===== config.mk =====
export PLATFORM = sky130hd
export DESIGN_NAME = shift_rows_pipe_flat
export DESIGN_NICKNAME = d
export VERILOG_FILES = /design/src/rtl/shift_rows_pipe_if.sv /design/src/rtl/shift_rows_pipe.sv /design/src/flat_wrapper.sv
export SDC_FILE = /design/constraint.sdc
export NUM_CORES = 1
export LEC_CHECK = 0
export CAP_MARGIN = 30
export CORE_AREA = 2 2 151 138
export CTS_BUF_LIST = sky130_fd_sc_hd__clkbuf_8
export DETAILED_ROUTE_END_ITERATION = 16
export DIE_AREA = 0 0 153 140
export GPL_TIMING_DRIVEN = 0
export MAX_ROUTING_LAYER = met4
export PLACE_DENSITY = 0.83
export SYNTH_ARGS = -nofsm -noshare
export SYNTH_HDL_FRONTEND = slang
export SYNTH_SLANG_ARGS = --single-unit

===== constraint.sdc =====
create_clock -name clk -period 16.9 [get_ports clk]
set_clock_uncertainty 0.05 [all_clocks]
set_input_delay 1.69 -clock clk [delete_from_list [all_inputs] [get_ports clk]]
set_output_delay 1.69 -clock clk [all_outputs]
set_load 0.02 [all_outputs]

===== src/rtl/shift_rows_pipe_if.sv =====
// Valid/ready stream carrying a Rijndael state and its ShiftRows mode bit.
// The master drives valid/inv/state; the slave drives ready.
interface shift_rows_pipe_if #(
   parameter int unsigned NB = 4
) ();
   localparam int unsigned W = 32 * NB;

   logic         valid;
   logic         ready;
   logic         inv;
   logic [W-1:0] state;

   modport master (output valid, output inv, output state, input ready);
   modport slave (input valid, input inv, input state, output ready);
endinterface


===== src/rtl/shift_rows_pipe.sv =====
// Pipelined, valid/ready Rijndael ShiftRows for NB = 4/6/8 columns.
// Define SHIFT_ROWS_INV_EN to build the per-transfer InvShiftRows option.
module shift_rows_pipe #(
   parameter int unsigned NB          = 4,
   parameter int unsigned PIPE_STAGES = 2
) (
   input  logic              clk,
   input  logic              rst,
   input  logic              flush,
   shift_rows_pipe_if.slave  in_bus,
   shift_rows_pipe_if.master out_bus
);
   localparam int unsigned W    = 32 * NB;
   localparam int unsigned LAST = PIPE_STAGES - 1;

   if (!(NB == 4 || NB == 6 || NB == 8)) begin : g_bad_nb
      $error("shift_rows_pipe: NB must be 4, 6 or 8");
   end
   if (PIPE_STAGES < 1 || PIPE_STAGES > 4) begin : g_bad_stages
      $error("shift_rows_pipe: PIPE_STAGES must be 1..4");
   end

   // Byte k = 4*c + r sits at [W-1-8k -: 8]; rows 2/3 shift one extra place for NB = 8.
   logic [W-1:0] fwd_state;
   logic [W-1:0] perm_state;

   for (genvar c = 0; c < NB; c++) begin : g_col
      for (genvar r = 0; r < 4; r++) begin : g_row
         localparam int unsigned SH  = (NB == 8 && r >= 2) ? r + 1 : r;
         localparam int unsigned SRC = 4 * ((c + SH) % NB) + r;
         assign fwd_state[W-1-8*(4*c+r) -: 8] = in_bus.state[W-1-8*SRC -: 8];
      end
   end

`ifdef SHIFT_ROWS_INV_EN
   logic [W-1:0] inv_state;

   for (genvar c = 0; c < NB; c++) begin : g_icol
      for (genvar r = 0; r < 4; r++) begin : g_irow
         localparam int unsigned SH  = (NB == 8 && r >= 2) ? r + 1 : r;
         localparam int unsigned SRC = 4 * ((c + NB - SH) % NB) + r;
         assign inv_state[W-1-8*(4*c+r) -: 8] = in_bus.state[W-1-8*SRC -: 8];
      end
   end

   assign perm_state = in_bus.inv ? inv_state : fwd_state;
`else
   logic unused_in_inv;

   assign unused_in_inv = in_bus.inv;
   assign perm_state    = fwd_state;
`endif

   logic [PIPE_STAGES-1:0] valid_vec;
   logic [PIPE_STAGES-1:0] load;
   logic [W-1:0]           state_vec [PIPE_STAGES];
`ifdef SHIFT_ROWS_INV_EN
   logic [PIPE_STAGES-1:0] inv_vec;
`endif

   // A stage advances if it or any later stage is empty, or the consumer takes the tail.
   always_comb begin
      logic acc;
      acc  = out_bus.ready;
      load = '0;
      for (int unsigned i = 0; i < PIPE_STAGES; i++) begin
         acc            = acc | ~valid_vec[LAST-i];
         load[LAST-i]   = acc;
      end
   end

   assign in_bus.ready = load[0] & ~flush;

   for (genvar k = 0; k < PIPE_STAGES; k++) begin : g_stage
      logic         src_valid;
      logic [W-1:0] src_state;
      logic         v_q;
      logic [W-1:0] st_q;

      if (k == 0) begin : g_src_in
         assign src_valid = in_bus.valid;
         assign src_state = perm_state;
      end else begin : g_src_prev
         assign src_valid = valid_vec[k-1];
         assign src_state = state_vec[k-1];
      end

      always_ff @(posedge clk or posedge rst) begin
         if (rst) begin
            v_q  <= 1'b0;
            st_q <= '0;
         end else if (flush) begin
            v_q <= 1'b0;
         end else if (load[k]) begin
            v_q <= src_valid;
            if (src_valid) begin
               st_q <= src_state;
            end
         end
      end

      assign valid_vec[k] = v_q;
      assign state_vec[k] = st_q;

`ifdef SHIFT_ROWS_INV_EN
      logic src_inv;
      logic inv_q;

      if (k == 0) begin : g_inv_in
         assign src_inv = in_bus.inv;
      end else begin : g_inv_prev
         assign src_inv = inv_vec[k-1];
      end

      always_ff @(posedge clk or posedge rst) begin
         if (rst) begin
            inv_q <= 1'b0;
         end else if (!flush && load[k] && src_valid) begin
            inv_q <= src_inv;
         end
      end

      assign inv_vec[k] = inv_q;
`endif
   end

   assign out_bus.valid = valid_vec[LAST];
   assign out_bus.state = state_vec[LAST];
`ifdef SHIFT_ROWS_INV_EN
   assign out_bus.inv   = inv_vec[LAST];
`else
   assign out_bus.inv   = 1'b0;
`endif
endmodule


===== src/flat_wrapper.sv =====
// flat-port wrapper written by rule: the top's interface ports become plain ports
module shift_rows_pipe_flat 
#(
   parameter int unsigned NB          = 4,
   parameter int unsigned PIPE_STAGES = 2
)
  (clk, rst, flush, in_bus_valid, in_bus_inv, in_bus_state, in_bus_ready, out_bus_valid, out_bus_inv, out_bus_state, out_bus_ready);
  shift_rows_pipe_if #(.NB(NB)) in_bus_i ();
  shift_rows_pipe_if #(.NB(NB)) out_bus_i ();
  input  logic clk;
  input  logic rst;
  input  logic flush;
  input wire logic [$bits(in_bus_i.valid)-1:0] in_bus_valid;
  input wire logic [$bits(in_bus_i.inv)-1:0] in_bus_inv;
  input wire logic [$bits(in_bus_i.state)-1:0] in_bus_state;
  output wire logic [$bits(in_bus_i.ready)-1:0] in_bus_ready;
  output wire logic [$bits(out_bus_i.valid)-1:0] out_bus_valid;
  output wire logic [$bits(out_bus_i.inv)-1:0] out_bus_inv;
  output wire logic [$bits(out_bus_i.state)-1:0] out_bus_state;
  input wire logic [$bits(out_bus_i.ready)-1:0] out_bus_ready;
  assign in_bus_i.valid = in_bus_valid;
  assign in_bus_i.inv = in_bus_inv;
  assign in_bus_i.state = in_bus_state;
  assign in_bus_ready = in_bus_i.ready;
  assign out_bus_valid = out_bus_i.valid;
  assign out_bus_inv = out_bus_i.inv;
  assign out_bus_state = out_bus_i.state;
  assign out_bus_i.ready = out_bus_ready;
  shift_rows_pipe #(.NB(NB), .PIPE_STAGES(PIPE_STAGES)) u_core (.clk(clk), .rst(rst), .flush(flush), .in_bus(in_bus_i), .out_bus(out_bus_i));
endmodule

==> metrics.log <==
[metrics] DRT met1 WL: 9140 um
[metrics] Via-to-Cell Ratio: 4.98
[metrics] Met2 Wirelength: 10300 um
[metrics] Port Buffer Count: 262
[metrics] number of H-tree branching levels: 2
[metrics] Data required, critical path: 15160 ps
[metrics] cell at the root of the clock tree: clkbuf_8
[metrics] DIE WIDTH: 153 um
[metrics] primary flip-flop cell chosen by synthesis mapping: dfrtp_1
[metrics] clock slew at reported path FFs: 60 ps
[metrics] XOR/XNOR Fraction of Synth Area: 0%
[metrics] gate count of the mapped netlist: 554
[metrics] DPL Wire Length: 15300 um
[metrics] worst voltage drop across the vdd grid: 0.104 mV
[metrics] sum of overflow across all layers after global routing: 0
[metrics] number of cells on the worst hold path: 1
[metrics] r2r startpoint: u_core.out_bus.valid$_DFFE_PP0P_
[metrics] DRC violation total after the first TritonRoute iteration: 145
[metrics] final-layout fill cell count: 1275
[metrics] share of Yosys cell area claimed by the top area cell type: 63.6%
[metrics] post-detailed-routing wire length: 21600 um
[metrics] vias after detailed routing: 5662
[metrics] Setup Total Neg Slack: 0 ps
[metrics] share of synthesized cell area in full adder, half adder and majority cells: 0%
[metrics] number of pins with negative max-slew slack in the final report: 0
[metrics] Total Die Area: 21400 um^2
[metrics] number of clock sinks: 258
[metrics] multi-input gate area in the final layout: 3330 um^2
[metrics] max-capacitance violation count: 0
[metrics] count of pins on the block boundary: 265
[metrics] synth unique cells: 15
[metrics] Num CTS Buffers: 41
[metrics] depth of the worst register-to-register path: 5
[metrics] Residual DRC: 0
[metrics] Die H: 140 um
[metrics] final hold viol count: 0
[metrics] number of global-route vias before repair: 6445
[metrics] maximum fanout along the worst path: 3
[metrics] synthesis warning total: 0
[metrics] Diodes inserted: 0
[metrics] simple logic cell fraction of the synthesized area: 0.653%
[metrics] post-synthesis to final-layout area growth: 36.7%
[metrics] Setup Crit Path Kind: in -> out
[metrics] Detailed Routing Iterations Pass 1: 4
[metrics] global-route usage over all layers: 21.1%
[metrics] clk buf depth: 3
[metrics] global-route wire length before repair: 35000 um
[metrics] Hold Path Class: reg -> reg
[metrics] CP startpoint kind: input port
[metrics] Post-synth EDFFs: 0
[metrics] insertion delay to the later sink of the worst-skew pair: 520 ps
[metrics] initial standard-cell utilization of the core: 51.3%
[metrics] combinational family with the most area after synthesis: multiplexers
[metrics] # rows: 49
[metrics] maximum achievable frequency: 206 MHz
[metrics] number of antenna violations at the first check in global routing: 0
[metrics] maximum number of pins on one net before global-route repair: 115
[metrics] antenna viol nets, final: 0
[metrics] data arrival time at the worst-slack endpoint: 3120 ps
[metrics] worst hold-check slack: 432 ps
[metrics] post-synthesis sequential area ratio: 63.6%
[metrics] Synth Register Bits: 258
[metrics] RSZ-0062 raised after global routing: no
[metrics] final estimated routing congestion in global placement: 0.822
[metrics] final layout net count: 995
[metrics] actual transition at the worst max-transition pin: 548 ps
[metrics] Pwr Density: 134 nW/um^2
[metrics] total setup violations reported at the end of the flow: 0
[metrics] Critical Path End Type: output port
[metrics] commonest cells in the netlist: dfrtp_1, mux2_4, mux2_2, mux2_1, buf_4
[metrics] worst setup path start: out_bus_ready
[metrics] area of the mapped netlist: 10100 um^2
[metrics] register area: 6460 um^2
[metrics] worst hold path startpoint: u_core.out_bus.state[50]$_DFFE_PP0P_
[metrics] leading cell type by number of instances after synthesis: dfrtp_1
[metrics] per-instance average area after synthesis: 18.3 um^2
[metrics] share of synthesized flip-flops with an asynchronous set or reset: 100%
[metrics] routed len/inst: 19.0 um
[metrics] proportion of layout cells with a drive suffix above 1: 31.4%
[metrics] compound-gate portion of the synthesized area: 0%
[metrics] final critical delay including setup and external delays: 4860 ps
[metrics] top routing layer in use: met4
[metrics] Tcrit/Tclk final: 28.8%
[metrics] share of synthesized area spent on multiplexers: 32.1%
[metrics] Floorplan Core Area: 19800 um^2
[metrics] clock tree from TritonCTS: done
[metrics] library cell occupying the most area in the post-synthesis netlist: dfrtp_1
[metrics] main area contributors after synthesis: dfrtp_1, mux2_4, mux2_2, mux2_1, buf_12
[metrics] Resize count post-CTS: 0
[metrics] Routed met3 length: 1560 um
[metrics] Post-CTS Repair Setup Buffers: 0
[metrics] hold-fix buffer count after cts: 0
[metrics] Max-slew headroom: 63.5%
[metrics] Post-Syn Nets: 688
[metrics] status: finished clean
[metrics] leakage power: 0.00611 uW
==> cells in the final DEF (no fill, tap or decap) <==
master	count
buf_6	3
buf_16	2
mux2_2	89
mux2_1	67
conb_1	1
inv_8	1
clkbuf_8	48
and3b_2	1
clkinv_2	5
buf_2	2
dfrtp_1	258
buf_4	13
nor3b_2	1
mux2_4	100
nor3b_4	1
nor2_1	5
buf_12	11
nor2b_1	1
clkdlybuf4s50_1	262
inv_1	10
==> sequential cells by signal, indices dropped and copies added, names as in the netlist <==
name and cells:
u_core.out_bus.state 128, u_core.g_stage.st_q 128, u_core.g_stage.v_q 1, u_core.out_bus.valid 1
==> critical path: stages <==
cell and delay, ps:
clkdlybuf4s50_1 470, and3b_2 240, nor2_1 90, clkdlybuf4s50_1 630
==> layout make-up <==
type | instances | area share, %
Buffer | 29 | 2.61
Clock buffer | 48 | 4.76
Clock inverter | 15 | 0.451
Inverter | 1 | 0.0811
Multi-Input combinational cell | 266 | 24.0
Sequential cell | 258 | 46.5
Tap cell | 255 | 2.30
Timing Repair Buffer | 264 | 19.3
==> power breakdown <==
group | switching, uW | internal (uW) | total (uW)
Clock | 223 | 255 | 478
Sequential | 76.8 | 758 | 835
Combinational | 238 | 310 | 547
==> final timing paths <==
check | slack (ps) | to
worst min register to register | 430 | u_core.out_bus.state[50]$_DFFE_PP0P_
max in group asynchronous | 14360 | u_core.out_bus.state[68]$_DFFE_PP0P_
worst max-delay path | 12040 | in_bus_ready
min in group asynchronous | 1570 | u_core.g_stage[0].st_q[124]$_DFFE_PP0P_
worst max register to register | 15020 | u_core.out_bus.state[87]$_DFFE_PP0P_
worst min-delay path | 430 | u_core.out_bus.state[50]$_DFFE_PP0P_
==> stage by stage <==
| step | instance area (um^2) | worst slack, ps | instances | power (uW) | util (%) |
|---|---|---|---|---|---|
| 2_1_floorplan | 10100 | 8060 | 554 | 1110 | - |
| 6_report | 13900 | 12040 | 1136 | 1860 | 70.1 |
| 4_1_cts | 13900 | 12030 | 1136 | 1880 | 70.1 |
| 3_3_place_gp | 13100 | 5780 | 1071 | 1370 | 66.1 |
| 3_5_place_dp | 13200 | 12030 | 1073 | 1400 | 66.4 |
| 5_1_grt | 13900 | 12000 | 1136 | 1950 | 70.1 |
==> cells by family after synthesis <==
group / after synthesis
buffers and inverters: 30
AND/OR/NAND/NOR: 9
other: 1
multiplexers: 256
flip-flops: 258
==> per-layer routing <==
layer	vias to the layer above	GRT usage, %
met1	2858	26.4
met5	-	-
met4	0	5.99
li1	2557	-
met3	43	7.24
met2	204	33.0
(Power assumes the default switching activity.)
